<file path="config.mk">
export PLATFORM = sky130hd
export DESIGN_NAME = fifo_stream_reader
export DESIGN_NICKNAME = d
export VERILOG_FILES = /design/src/rtl/fifo_pkg.sv /design/src/rtl/fifo_skid_buf.sv /design/src/rtl/fifo_stream_reader.sv
export SDC_FILE = /design/constraint.sdc
export NUM_CORES = 1
export LEC_CHECK = 0
export CAP_MARGIN = 20
export CORE_ASPECT_RATIO = 1.2
export CORE_UTILIZATION = 45
export CTS_BUF_LIST = sky130_fd_sc_hd__clkbuf_16
export CTS_CLUSTER_SIZE = 12
export DETAILED_ROUTE_END_ITERATION = 16
export PLACE_DENSITY = 0.72
export SLEW_MARGIN = 40
export SYNTH_ARGS = -nofsm -noshare
export SYNTH_HDL_FRONTEND = slang
export SYNTH_HIERARCHICAL = 1
export SYNTH_SLANG_ARGS = --single-unit
</file>
<file path="constraint.sdc">
create_clock -name clk -period 2.9 [get_ports clk]
set_input_delay 0.58 -clock clk [delete_from_list [all_inputs] [get_ports clk]]
set_output_delay 0.58 -clock clk [all_outputs]
set_load 0.05 [all_outputs]
</file>
<file path="src/rtl/fifo_pkg.sv">
// Shared definitions for the FIFO stream reader.
//   DefaultDataW : default width of FIFO and stream data
//   state_e      : reader FSM state encoding (Idle=0, Stream=1, Stall=2)
//   state_of()   : maps buffer occupancy + in-flight read to the FSM state
package fifo_pkg;

  localparam int unsigned DefaultDataW = 8;

  typedef enum logic [1:0] {
    StIdle   = 2'd0,
    StStream = 2'd1,
    StStall  = 2'd2
  } state_e;

  // Total committed slots decides the state: nothing held, some held, or full.
  function automatic state_e state_of(input logic [1:0] occ, input logic inflight);
    logic [2:0] total;
    total = {1'b0, occ} + {2'b00, inflight};
    case (total)
      3'd0:    return StIdle;
      3'd2:    return StStall;
      default: return StStream;
    endcase
  endfunction

endpackage

</file>
<file path="src/rtl/fifo_skid_buf.sv">
// Two-entry in-order skid buffer.
//   clk, reset     : clock and asynchronous active-low reset
//   push/push_data : write a word at the tail
//   pop            : remove the head word
//   occ            : number of held words (0..2)
//   head           : oldest held word
module fifo_skid_buf #(
  parameter int unsigned DATA_W = 8
) (
  input  logic              clk,
  input  logic              reset,
  input  logic              push,
  input  logic [DATA_W-1:0] push_data,
  input  logic              pop,
  output logic [1:0]        occ,
  output logic [DATA_W-1:0] head
);

  logic [DATA_W-1:0] ent0_q, ent0_d;
  logic [DATA_W-1:0] ent1_q, ent1_d;
  logic [1:0]        occ_q, occ_d;
  logic              do_push, do_pop;

  // Guards keep the buffer consistent even if a caller misbehaves.
  assign do_pop  = pop & (occ_q != 2'd0);
  assign do_push = push & ((occ_q != 2'd2) | do_pop);

  always_comb begin
    ent0_d = ent0_q;
    ent1_d = ent1_q;
    occ_d  = occ_q;
    // Pop first so a same-edge push lands behind any surviving entry.
    if (do_pop) begin
      ent0_d = ent1_q;
      occ_d  = occ_q - 2'd1;
    end
    if (do_push) begin
      if (occ_d == 2'd0) begin
        ent0_d = push_data;
      end else begin
        ent1_d = push_data;
      end
      occ_d = occ_d + 2'd1;
    end
  end

  always_ff @(posedge clk or negedge reset) begin
    if (!reset) begin
      ent0_q <= '0;
      ent1_q <= '0;
      occ_q  <= 2'd0;
    end else begin
      ent0_q <= ent0_d;
      ent1_q <= ent1_d;
      occ_q  <= occ_d;
    end
  end

  assign occ  = occ_q;
  assign head = ent0_q;

endmodule

</file>
<file path="src/rtl/fifo_stream_reader.sv">
// Reads a synchronous FIFO (one-cycle read latency) and presents the words as a
// valid/ready stream through a two-entry skid buffer.
//   clk, reset   : clock and asynchronous active-low reset
//   enable       : permits new FIFO reads
//   fifo_empty   : FIFO empty flag
//   fifo_dataout : FIFO read data, valid the cycle after Read_En
//   Read_En      : FIFO read strobe (combinational)
//   out_valid    : out_data holds a word
//   out_data     : head of the skid buffer
//   out_ready    : downstream accept
//   word_count   : words accepted downstream (wraps)
//   busy         : FSM not idle
module fifo_stream_reader
  import fifo_pkg::*;
#(
  parameter int unsigned DATA_W = DefaultDataW,
  parameter int unsigned CNT_W  = 16
) (
  input  logic              clk,
  input  logic              reset,
  input  logic              enable,
  input  logic              fifo_empty,
  input  logic [DATA_W-1:0] fifo_dataout,
  output logic              Read_En,
  output logic              out_valid,
  output logic [DATA_W-1:0] out_data,
  input  logic              out_ready,
  output logic [CNT_W-1:0]  word_count,
  output logic              busy
);

  logic [1:0]       occ;
  logic [1:0]       occ_next;
  logic             inflight_q, inflight_d;
  logic [CNT_W-1:0] cnt_q, cnt_d;
  state_e           state_q, state_d;
  logic             push, pop;
  logic [2:0]       slots_used;

  fifo_skid_buf #(
    .DATA_W (DATA_W)
  ) u_buf (
    .clk       (clk),
    .reset     (reset),
    .push      (push),
    .push_data (fifo_dataout),
    .pop       (pop),
    .occ       (occ),
    .head      (out_data)
  );

  assign out_valid = (occ != 2'd0);
  assign pop       = out_valid & out_ready;
  // The word read last cycle arrives now and always lands in the tail.
  assign push      = inflight_q;

  // Slots still committed after this edge; a word leaving this edge frees room
  // for a new read, which keeps the stream at one word per cycle.
  assign slots_used = {1'b0, occ} + {2'b00, inflight_q} - {2'b00, pop};

  // Gated by reset so no read strobe escapes while reset is held.
  assign Read_En = reset & enable & ~fifo_empty & (slots_used < 3'd2);

  assign occ_next = occ + {1'b0, push} - {1'b0, pop};

  always_comb begin
    inflight_d = Read_En;
    cnt_d      = cnt_q + {{(CNT_W-1){1'b0}}, pop};
    state_d    = state_of(occ_next, Read_En);
  end

  always_ff @(posedge clk or negedge reset) begin
    if (!reset) begin
      inflight_q <= 1'b0;
      cnt_q      <= '0;
      state_q    <= StIdle;
    end else begin
      inflight_q <= inflight_d;
      cnt_q      <= cnt_d;
      state_q    <= state_d;
    end
  end

  assign word_count = cnt_q;
  assign busy       = (state_q != StIdle);

endmodule

</file>
== Word-level counts from Yosys, hierarchy flattened ==
Cells that the tools add are included.

* Flip-flop bits (word level): 37
* Latch bits: 0
* Bits in writable memories: 0
* Memory bits (read-only): 0
* Bits of input ports: 13
* Output and inout port bits: 27
* Memories: 0

* Add/subtract/negate cells: 8
* Multiply operators: 0
* Div/mod/pow operators: 0
* Magnitude comparators: 1
* Eq/ne operators: 2
* Shifts and indexed selects: 0
* Mux-type cells: 6
* Bitwise gates (word level): 9
* Reductions and logical operators: 5

{| class="wikitable"
|+ Operators with widths
! kind !! count
|-
| 2-to-1 mux 8 bit || 3
|-
| adder 16 x 1 -> 16 bit || 1
|-
| adder 2 x 1 -> 3 bit || 2
|-
| AND 1 bit || 6
|-
| 2-to-1 mux 2 bit || 2
|-
| one-hot mux 2 bit (2 select lines) || 1
|-
| nonzero test 2 bit || 2
|-
| equality test 3 x 2 -> 1 bit, second input constant || 1
|-
| zero test 3 bit || 1
|-
| < comparator 3 x 2 -> 1 bit, second input constant || 1
|-
| subtractor 3 x 1 -> 3 bit || 1
|-
| adder 2 x 1 -> 2 bit || 1
|-
| adder 2 x 1 -> 2 bit, second input constant || 1
|-
| zero test 2 bit || 1
|-
| != test 2 bit, second input constant || 1
|-
| inverter 1 bit || 2
|-
| AND reduction 2 bit || 1
|-
| subtractor 2 x 1 -> 2 bit || 1
|-
| subtractor 2 x 1 -> 2 bit, second input constant || 1
|-
| OR 1 bit || 1
|}

== Logic depth before layout (Yosys ltp) ==
Gate-level depths: netlist of run 1.

* Word-level depth: 8
* Depth in mapped cells: 11
* Mapped depth without buffers: 11

== Cells and area by module ==
Netlist of run 1, hierarchy kept.

{| class="wikitable"
|+ Modules (own cells, without submodules)
! module !! times used !! cells each !! area each (um2)
|-
| fifo_skid_buf || 1 || 64 || 935.9
|-
| fifo_stream_reader || 1 || 78 || 903.4
|}

== Worst setup path after synthesis of run 1 ==
OpenSTA, ideal clock, no wires.

* Path kind: register -> register
* Start point: reg u_buf.occ_q[1], in the netlist u_buf/occ[1]
* End point: reg state_q[1]
* Arrival: 4.117 ns
* Required time: 2.829 ns
* Setup slack: -1.288 ns
* Stages on the path, launching flop included: 11
* Path buffers: 0
* Clock period less this slack: 4.188 ns
* Cell sequence: dfrtp_1 -> o21ai_2 -> xnor2_1 -> ha_1 -> inv_1 -> fa_1 -> inv_1 -> nor4_1 -> ha_1 -> or2_2 -> nor2_1

* Word-level cells in the longest chain between the ends: 8

{| class="wikitable"
|+ RTL lines
! element !! line !! source
|-
| start: declaration || fifo_skid_buf.sv:21 || <nowiki>logic [1:0] occ_q, occ_d;</nowiki>
|-
| start signal: assignment || fifo_skid_buf.sv:51 || <nowiki>occ_q <= 2'd0;</nowiki>
|-
| start signal: assignment || fifo_skid_buf.sv:55 || <nowiki>occ_q <= occ_d;</nowiki>
|-
| parallel branches: the longest is 2 deep, another holds adder 2 x 1 -> 3 bit || - ||
|-
| subtractor 3 x 1 -> 3 bit * || fifo_stream_reader.sv:59 || <nowiki>assign slots_used = {1'b0, occ} + {2'b00, inflight_q} - {2'b00, pop};</nowiki>
|-
| < comparator 3 x 2 -> 1 bit * || fifo_stream_reader.sv:62 || <nowiki>assign Read_En = reset & enable & ~fifo_empty & (slots_used < 3'd2);</nowiki>
|-
| AND 1 bit * || fifo_stream_reader.sv:62 ||
|-
| via Read_En || fifo_stream_reader.sv:24 || <nowiki>output logic Read_En,</nowiki>
|-
| adder 2 x 1 -> 3 bit * || fifo_pkg.sv:18 || <nowiki>total = {1'b0, occ} + {2'b00, inflight};</nowiki>
|-
| equality test 3 x 2 -> 1 bit / zero test 3 bit (equally long branches) || fifo_pkg.sv:19 || <nowiki>case (total)</nowiki>
|-
| one-hot mux 2 bit (2 select lines) * || fifo_pkg.sv:19 ||
|-
| via state_d[1] || fifo_stream_reader.sv:36 || <nowiki>state_e state_q, state_d;</nowiki>
|-
| end signal: assignment || fifo_stream_reader.sv:76 || <nowiki>state_q <= StIdle;</nowiki>
|-
| end signal: assignment || fifo_stream_reader.sv:80 || <nowiki>state_q <= state_d;</nowiki>
|-
| end: declaration || fifo_stream_reader.sv:36 ||
|}

Mark *: on every way through the listed nets, which the timed path passes.
A chain may end at the register's enable or synchronous reset.

== Worst setup path after layout of run 1 ==
* Start point: reg u_buf.occ_q[1], in the netlist u_buf/occ[1]
* End point: out Read_En

* Word-level cells in the longest chain between the ends: 5

{| class="wikitable"
|+ RTL lines
! element !! line
|-
| parallel branches: the longest is 2 deep, another holds adder 2 x 1 -> 3 bit || -
|-
| subtractor 3 x 1 -> 3 bit * || fifo_stream_reader.sv:59
|-
| < comparator 3 x 2 -> 1 bit * || fifo_stream_reader.sv:62
|-
| AND 1 bit * || fifo_stream_reader.sv:62
|-
| end: declaration || fifo_stream_reader.sv:24
|}

Mark *: on every way between the ends.

==> key figures, run 1 <==
GRT
  – Overflow after GRT: 0
  – Vias in the first global route: 1363
  – First-pass GRT wire length: 6.02 mm
  – Largest net degree at the start of global routing: 38
  – Gr usage total: 18.7%
  – Initial antenna violation count: 0

Synth
  – Number of synthesized flops with an enable pin: 0
  – Share of flip-flops with an asynchronous set or reset: 100%
  – Synth unique cells: 34
  – Syn avg cell area: 13.0 um2
  – Dominant cell type by area after synthesis: dfrtp_1
  – Top_reg_cell synth: dfrtp_1
  – Mapped Area: 0.00184 mm2
  – Flops & latches, synth: 37
  – Top cells by area, synth: dfrtp_1 50%, mux2_2 12%, xnor2_1 5.7%
  – Yosys warns: 6
  – Post-Syn Instances: 142
  – Sequential share of the synthesized area: 50.3%
  – Synth top area share: 50.3%
  – Syn nets: 163

Pwr
  – Maximum vdd drop: 0.000575 V
  – Leak Pwr: 1.13 nW
  – Pwr Density: 1130 mW/mm2

Cells and area
  – Ant. Diodes: 0
  – Most frequent cells in the layout: 36 x clkdlybuf4s50_1, 35 x dfrtp_1, 19 x mux2_2, 11 x xnor2_1, 10 x nand2_1
  – Layout Nets: 216
  – Post-route cell area: 0.00251 mm2
  – Layout cells sized above 1: 31.1%
  – FILL cells: 320
  – Commonest non-fill, non-tap cell in the layout: clkdlybuf4s50_1
  – Layout Area Growth over Synthesis: 36.7%

Routing
  – Vias/cell: 5.06
  – Detail Route Antenna Nets: 0
  – Vias: 1264
  – Initial DRC count: 39
  – Remaining DRCs: 0
  – DR WL/cell: 14.3 um
  – Drt first pass iters: 4
  – DRT Wirelength: 3.58 mm

Clock tree
  – Clk_lat worst skew: 0.28 ns
  – Cts hold-fix bufs: 0
  – TritonCTS Buffers: 5
  – H-tree levels: 2
  – CTS tree: yes
  – Max clock buf depth: 2
  – Clk Tree Root Cell: clkbuf_16
  – Worst-path clk slew: 0.05 ns
  – Sink count of the clock tree: 37

Placed design
  – PortBufs: 39
  – HPWL Detailed: 2.57 mm
  – Placer Congestion: 0.759
  – Dpl cell area: 0.00234 mm2

Timing
  – Period utilisation layout: 99.5%
  – Pin slew with the least headroom to its limit: 0.515 ns
  – Final setup fails: 0
  – Hold Slack: 0.374 ns
  – Hold Fails Final Rpt: 0
  – Slew Viols, Final: 0
  – Setup Skew: 0.00448 ns
  – FMAX: 346 MHz
  – RSZ-0062 raised after global routing: true
  – Relative slew slack: 65.5%
  – Tmin final: 2.89 ns

Setup path
  – WP buf/inv: 3
  – R2r startpoint: u_buf/occ[1]
  – Crit path kind: reg2out
  – Crit Path Max Fanout: 2
  – Crit path DAT: 2.31 ns
  – Crit path cell chain: o21ai_4 > xnor2_2 > ha_2 > inv_2 > fa_1 > inv_2 > nor4_4 > buf_12
  – Critical Path Max Stage Delay: 0.55 ns
  – CP required: 2.32 ns
  – Setup crit start: u_buf/occ[1]
  – Critical path's slowest cell: fa_1
  – Delay-heaviest family, CP: adder cells
  – Endpoint type of the worst setup path: output pin
  – Most Frequent Cell on Critical Path: inv_2
  – Crit path launch type: flop

Flow run
  – Maxcap violations: 0

Floorplanning
  – Die area: 0.00435 mm2
  – Die height: 72.0 um
  – Initial Util: 46.7%
  – IO Count: 40
  – Die Width: 60.4 um
  – Core area: 0.00394 mm2
  – Site Rows: 25

Outcome
  – Status: finished, final reports clean

Worst hold path
  – Hold/Removal Path Class: in2async
[power by group]
part           switching (W)  total, W  internal [W]
logic               0.000826   0.00152      0.000690
registers           0.000130  0.000831      0.000701
clock network       0.000190  0.000500      0.000310
[cell usage after synthesis, types with 3 or more instances]
library cell and n:
nor2_1 6, inv_1 6, nor3_2 3, nand3_1 3, nand2_1 10, and3_1 3, mux2_4 4, xnor2_1 12
xor2_1 7, mux2_2 19, dfrtp_1 37, ha_1 7
[flip-flops by register name, indices dropped and copies added, names as in the netlist]
| register | flops |
|---|---|
| inflight_q | 1 |
| u_buf/head | 8 |
| u_buf/ent1_q | 8 |
| u_buf/occ | 2 |
| state_q | 2 |
| word_count | 16 |
[area by class of cell]
class                           instances  area, um2  area share (%)
Multi-Input combinational cell         97        895            35.6
Sequential cell                        37        928            36.9
Tap cell                               54       67.6            2.69
Clock buffer                            5        125            4.98
Clock inverter                          3       12.5           0.498
Inverter                                6       22.5           0.896
Timing Repair Buffer                   48        464            18.5
[metrics by stage]
step | instances | util, % | setup TNS (ns) | worst slack [ns] | power (W)
floorplan | 142 | - | -0.180 | -0.107 | 0.00189
global placement | 239 | 59.5 | -0.822 | -0.341 | 0.00224
detailed placement | 239 | 59.5 | -1.04 | -0.404 | 0.00231
CTS | 250 | 63.8 | -0.00238 | -0.00238 | 0.00288
global route | 250 | 63.8 | -0.0924 | -0.0924 | 0.00300
finish | 250 | 63.8 | 0 | 0.0135 | 0.00285
[worst paths after layout]
path / cells after the start / endpoint / slack, ns
setup / recovery: 8 / Read_En / 0.01
max in group asynchronous: 2 / u_buf/occ[0] / 2.18
setup reg to reg: 12 / state_q[1] / 0.28
hold / removal: 2 / word_count[3] / 0.37
hold reg to reg: 1 / word_count[15] / 0.48
min in group clk: 1 / word_count[15] / 0.48
[metal layers]
layer / part of all wire, % / wire length [um] / vias up / track usage [%]
met5: 0 / 0 / - / 0
met4: 2.1 / 76 / 0 / 7.75
met3: 3.7 / 132 / 9 / 4.81
met2: 55 / 1960 / 31 / 32.1
met1: 39 / 1410 / 634 / 21.5
li1: - / - / 590 / -
[worst reg2reg max path: cells and delay by family, from the launching register on]
kind / cells / cell delay [ns]
adders and majority gates: 4 / 0.98
and+or+nand+nor: 3 / 0.42
DFF: 1 / 0.42
xor gates and xnor gates: 2 / 0.39
buffers and inverters: 2 / 0.18
AOI/OAI and AO/OA: 1 / 0.18
[cells by family (layout without fill, tap and decap cells)]
logic type	Yosys count	count (layout)	share of synthesized area (%)
compound gates	7	7	3.40
simple gates	38	38	12.4
flops	37	37	50.3
fa+ha+maj	8	8	5.85
xor+xnor	19	19	9.05
buf+inv	8	62	2.93
mux	25	25	16.1
[timing repair]
| item | in CTS | in global routing |
|---|---|---|
| setup buffers | 3 | 0 |
| gates resized for setup | 6 | 0 |
| endpoints found under the hold margin | 0 | 0 |
| endpoints found under the setup margin | 3 | 1 |
| pin swaps | 5 | 0 |
(Power assumes the default switching activity.)
==> inputs of run 2 (changes only) <==
--- a/config.mk
+++ b/config.mk
@@ -11,7 +11,7 @@
 export CTS_BUF_LIST = sky130_fd_sc_hd__clkbuf_16
 export CTS_CLUSTER_SIZE = 12
 export DETAILED_ROUTE_END_ITERATION = 16
-export PLACE_DENSITY = 0.72
+export DONT_BUFFER_PORTS = 1
 export SLEW_MARGIN = 40
 export SYNTH_ARGS = -nofsm -noshare
 export SYNTH_HDL_FRONTEND = slang
==> run 2 against run 1 <==
  * Register-to-register slack worse by 0.05 ns
  * Highest routed layer unchanged
  * First-iteration DRC count down 41%
  * Design area down 15%
  * Non-clock buffer count down 40
  * Combinational power down 39%
  * Largest power group is now sequential cells
  * Clock power up 2%
  * Clock skew down 0.0017 ns
==> key figures, run 2 (synthesis results as in run 1) <==
Outcome
  – Status: finished, final reports clean

Cells and area
  – Fin cells: 210
  – Max reg flops: 16
  – Most frequent cells in the layout: 35 x dfrtp_1, 19 x mux2_2, 11 x xnor2_1, 10 x nand2_1, 7 x xor2_1
  – FF/Latch Area: 928 um2
  – Layout Area Growth over Synthesis: 16.4%
  – Post-route cell area: 0.00214 mm2
  – Layout Nets: 176
  – Multi-input logic area: 895 um2
  – Ant. Diodes: 0
  – FILL cells: 349
  – Commonest non-fill, non-tap cell in the layout: dfrtp_1
  – Layout cells sized above 1: 37.2%

Placed design
  – Cell count after placement: 196
  – DP Worst Slack: 0.137 ns
  – PortBufs: 0
  – Placer Congestion: 0.749
  – HPWL Detailed: 2.18 mm
  – Dpl cell area: 0.00193 mm2

Timing
  – RSZ-0062 raised after global routing: true
  – Fin worst setup slack: 0.0252 ns
  – Hold Fails Final Rpt: 0
  – Slew Viols, Final: 0
  – Tmin final: 2.87 ns
  – Relative slew slack: 60.8%
  – Period utilisation layout: 99.1%
  – FMAX: 348 MHz
  – Pin slew with the least headroom to its limit: 0.588 ns
  – Setup Skew: 0.00275 ns
  – Final setup fails: 0

Flow run
  – Maxcap violations: 0

Routing
  – Vias/cell: 5.08
  – Detail Route Antenna Nets: 0
  – DRT Wirelength: 3.06 mm
  – Drt first pass iters: 4
  – Initial DRC count: 23
  – Vias: 1067
  – DR WL/cell: 14.6 um
  – Remaining DRCs: 0

Setup path
  – Stages on the worst setup path: 8
  – Most Frequent Cell on Critical Path: inv_2
  – Crit path DAT: 2.29 ns
  – Crit path launch type: flop
  – Delay-heaviest family, CP: adder cells
  – Crit path kind: reg2out
  – Crit Path Max Fanout: 2
  – Crit path cell chain: o21ai_4 > xnor2_2 > ha_2 > inv_2 > fa_1 > inv_2 > nor4_4 > buf_12
  – Endpoint type of the worst setup path: output pin
  – Worst r2r path cells: 11
  – Critical path's slowest cell: fa_1
  – R2r startpoint: u_buf/occ[0]
  – WP buf/inv: 3
  – CP required: 2.32 ns
  – Setup crit start: u_buf/occ[0]
  – Critical Path Max Stage Delay: 0.51 ns

Pwr
  – Maximum vdd drop: 0.000644 V
  – Pwr Density: 1200 mW/mm2
  – Total power: 0.00258 W
  – Leak Pwr: 0.982 nW

Clock tree
  – H-tree levels: 2
  – Sink count of the clock tree: 37
  – CTS tree: yes
  – Clk_lat worst skew: 0.27 ns
  – TritonCTS Buffers: 5
  – Max clock buf depth: 2
  – Clk Tree Root Cell: clkbuf_16
  – Worst-path clk slew: 0.05 ns

Floorplanning
  – IO Count: 40
  – Die area: 0.00435 mm2
  – Core area: 0.00394 mm2
  – Site Rows: 25
  – Die Width: 60.4 um
  – Die height: 72.0 um
  – Initial Util: 46.7%

Worst hold path
  – Hold/Removal Path Class: in2async

GRT
  – Overflow after GRT: 0
  – First-pass GRT wire length: 5.07 mm
  – Largest net degree at the start of global routing: 38
  – Vias in the first global route: 1181
  – Gr usage total: 16.1%
  – Initial antenna violation count: 0
-- run 2: changes by cell type in the layout (fill, tap and decap cells not counted) --
cell | before | now
buf_12 | 1 | 2
buf_2 | 1 | 0
buf_4 | 9 | 6
clkdlybuf4s15_2 | 1 | 0
clkdlybuf4s50_1 | 36 | 0
clkinv_1 | 2 | 1
clkinv_4 | 0 | 1
-- run 2: metal layers --
| metal | wire, um | GRT usage, % |
|---|---|---|
| met1 | 1170 | 16.8 |
| met2 | 1590 | 27.4 |
| met3 | 229 | 5.88 |
| met4 | 69 | 8.53 |
| met5 | 0 | 0 |
-- run 2: final timing paths --
path,end,slack (ns)
max,Read_En,0.03
min,u_buf/occ[0],0.13
max reg2reg,u_buf/head[5],0.23
min reg2reg,u_buf/ent1_q[1],0.49
max in group asynchronous,inflight_q,2.58
min in group clk,u_buf/ent1_q[1],0.45
-- run 2: per-stage QoR --
step / TNS [ns] / hold slack [ns] / utilization, %
after floorplan: -0.180 / 0.284 / -
after global placement: 0 / 0.285 / 49.0
after detailed placement: 0 / 0.285 / 49.0
after CTS: -0.00612 / 0.141 / 53.7
after global routing: -0.0517 / 0.146 / 54.3
final: 0 / 0.134 / 54.3
-- run 2: final cells by class --
class	instances	area share [%]
clock buffers	5	5.84
clock inverters	3	0.818
inverters	6	1.05
multi-input cells	97	41.8
flip-flops and latches	37	43.4
well taps	54	3.16
repair buffers	8	3.97
-- run 2: timing repair --
item	CTS	global route
endpoints found under the setup margin	1	1
pin swaps	2	4
resized for setup	1	2
hold buffers	1	0
endpoints found under the hold margin	37	0
setup buffers	3	2
-- run 2: report_power, final --
| group | switching [W] | internal (W) | total [W] |
|---|---|---|---|
| Clock | 0.000195 | 0.000314 | 0.000510 |
| Combinational | 0.000452 | 0.000475 | 0.000927 |
| Sequential | 0.000449 | 0.000693 | 0.00114 |
| Total | 0.00110 | 0.00148 | 0.00258 |
==> inputs of run 3 (changes only) <==
--- a/config.mk
+++ b/config.mk
@@ -7,7 +7,7 @@
 export LEC_CHECK = 0
 export CAP_MARGIN = 20
 export CORE_ASPECT_RATIO = 1.2
-export CORE_UTILIZATION = 45
+export CORE_UTILIZATION = 40
 export CTS_BUF_LIST = sky130_fd_sc_hd__clkbuf_16
 export CTS_CLUSTER_SIZE = 12
 export DETAILED_ROUTE_END_ITERATION = 16
==> run 3 against run 2 <==
  * The flow now finishes with violations (negative setup slack)
  * Global-route usage shrank 1.4 points
  * First-iteration DRC count grew 120%
  * Critical path depth is the same
  * Power grew 2.5%
  * Worst hold slack gained 0.0021 ns
  * Register-to-register slack gained 0.12 ns
  * Routed wire length grew 4.7%
  * Core utilization shrank 4.8 points
  * Largest cell class unchanged
  * Highest routed layer unchanged
==> key figures, run 3 (synthesis results as in run 1) <==
Floorplanning
  – Initial Util: 42.5%
  – Die area: 0.00487 mm2
  – Site Rows: 26
  – Core area: 0.00433 mm2
  – Die Width: 63.9 um
  – Die height: 76.3 um
  – IO Count: 40

Routing
  – Vias/cell: 5.15
  – Detail Route Antenna Nets: 0
  – Remaining DRCs: 0
  – DR WL/cell: 15.3 um
  – Initial DRC count: 50
  – Drt first pass iters: 4
  – Vias: 1077
  – DRT Wirelength: 3.20 mm

Pwr
  – Total power: 0.00264 W
  – Leak Pwr: 0.971 nW
  – Pwr Density: 1230 mW/mm2
  – Maximum vdd drop: 0.000683 V

Outcome
  – Failing checks: negative setup slack
  – Status: finished, violations left

Timing
  – TNS Setup: -0.00145 ns
  – Slew Viols, Final: 0
  – Hold Fails Final Rpt: 0
  – Final setup fails: 1
  – Fin worst setup slack: -0.00145 ns
  – RSZ-0062 raised after global routing: true
  – Period utilisation layout: 100%
  – FMAX: 345 MHz
  – Relative slew slack: 60.5%
  – Pin slew with the least headroom to its limit: 0.592 ns
  – Tmin final: 2.90 ns
  – Setup Skew: 0.00489 ns

GRT
  – First-pass GRT wire length: 5.46 mm
  – Initial antenna violation count: 0
  – Overflow after GRT: 0
  – Vias in the first global route: 1160
  – Gr usage total: 14.7%
  – Largest net degree at the start of global routing: 38

Setup path
  – Crit path DAT: 2.32 ns
  – CP required: 2.32 ns
  – Crit path launch type: flop
  – R2R Setup Slk: 0.35 ns
  – Crit path kind: reg2out
  – Crit Path Max Fanout: 2
  – Reg2reg end: state_q[1]
  – Endpoint type of the worst setup path: output pin
  – R2r startpoint: u_buf/occ[1]
  – Worst r2r path cells: 10

Cells and area
  – Most frequent cells in the layout: 35 x dfrtp_1, 19 x mux2_2, 12 x xnor2_1, 10 x nand2_1, 7 x xor2_1
  – Post-route cell area: 0.00214 mm2
  – Ant. Diodes: 0
  – Max reg flops: 16
  – Layout cells sized above 1: 35.9%
  – Layout Area Growth over Synthesis: 16.5%
  – Multi-input logic area: 887 um2
  – Layout Nets: 173
  – Final core utilization: 49.5%
  – FILL cells: 378
  – Commonest non-fill, non-tap cell in the layout: dfrtp_1
  – FF/Latch Area: 928 um2

Clock tree
  – Max clock buf depth: 2
  – TritonCTS Buffers: 5
  – Clk_lat worst skew: 0.28 ns
  – H-tree levels: 2
  – Clk Tree Root Cell: clkbuf_16
  – CTS tree: yes
  – Sink count of the clock tree: 37
  – Worst-path clk slew: 0.06 ns

Worst hold path
  – Hold/Removal Path Class: in2async

Placed design
  – Dpl cell area: 0.00193 mm2
  – HPWL Detailed: 2.26 mm
  – Placer Congestion: 0.759
  – PortBufs: 0

Flow run
  – Maxcap violations: 0
==> run 3: cell count changes in the layout (fill, tap and decap cells not counted) <==
cell,change
buf_4,-3
bufinv_16,+1
clkinvlp_4,+1
xnor2_2,-1
clkinv_1,-1
xnor2_1,+1
clkinv_2,-1
==> run 3: area by class of cell <==
cell class	instances	share of cell area (%)
Sequential cell	37	43.3
Multi-Input combinational cell	97	41.4
Clock buffer	5	5.84
Tap cell	56	3.27
Timing Repair Buffer	5	2.92
Clock inverter	3	2.16
Inverter	6	1.05
==> run 3: report_power, final <==
group          internal, W  switching (W)
combinational     0.000448       0.000443
clock             0.000406       0.000202
sequential        0.000693       0.000450
total              0.00155        0.00109
==> run 3: worst max path at each step <==
stage            endpoint          from  cells past startpoint
2_1_floorplan  state_q[1]     out_ready                     10
3_3_place_gp      Read_En  u_buf/occ[1]                      8
3_5_place_dp      Read_En  u_buf/occ[1]                      8
4_1_cts           Read_En  u_buf/occ[1]                      8
5_1_grt           Read_En  u_buf/occ[1]                      8
6_report          Read_En  u_buf/occ[1]                      8
==> run 3: critical path, stage by stage (launching register included) <==
cell and delay [ns]:
dfrtp_2 0.42, o21ai_4 0.16, xnor2_1 0.13, ha_2 0.19, inv_2 0.04, fa_1 0.52
inv_2 0.06, nor4_4 0.33, buf_12 0.18
==> run 3: repair_timing <==
action | in CTS | in global routing
hold endpoints to repair | 37 | 0
setup endpoints to repair | 1 | 1
setup buffers | 2 | 0
pin swaps | 1 | 0
hold buffers | 1 | 0
gates resized for setup | 1 | 1
==> run 3: stage by stage <==
stage | hold WS, ns | setup WS [ns] | instances
after detailed placement | 0.285 | 0.130 | 198
after global placement | 0.285 | 0.191 | 198
after floorplan | 0.284 | -0.107 | 142
final | 0.136 | -0.00145 | 209
after global routing | 0.141 | -0.0896 | 209
after CTS | 0.138 | -0.0261 | 209
==> run 3: per-layer routing <==
layer	up-vias	share of wire (%)	global-route usage (%)
met5	-	0	0
met4	0	0.75	6.14
met3	4	7.5	5.84
met2	31	54	24.9
met1	538	38	15.9
li1	504	-	-
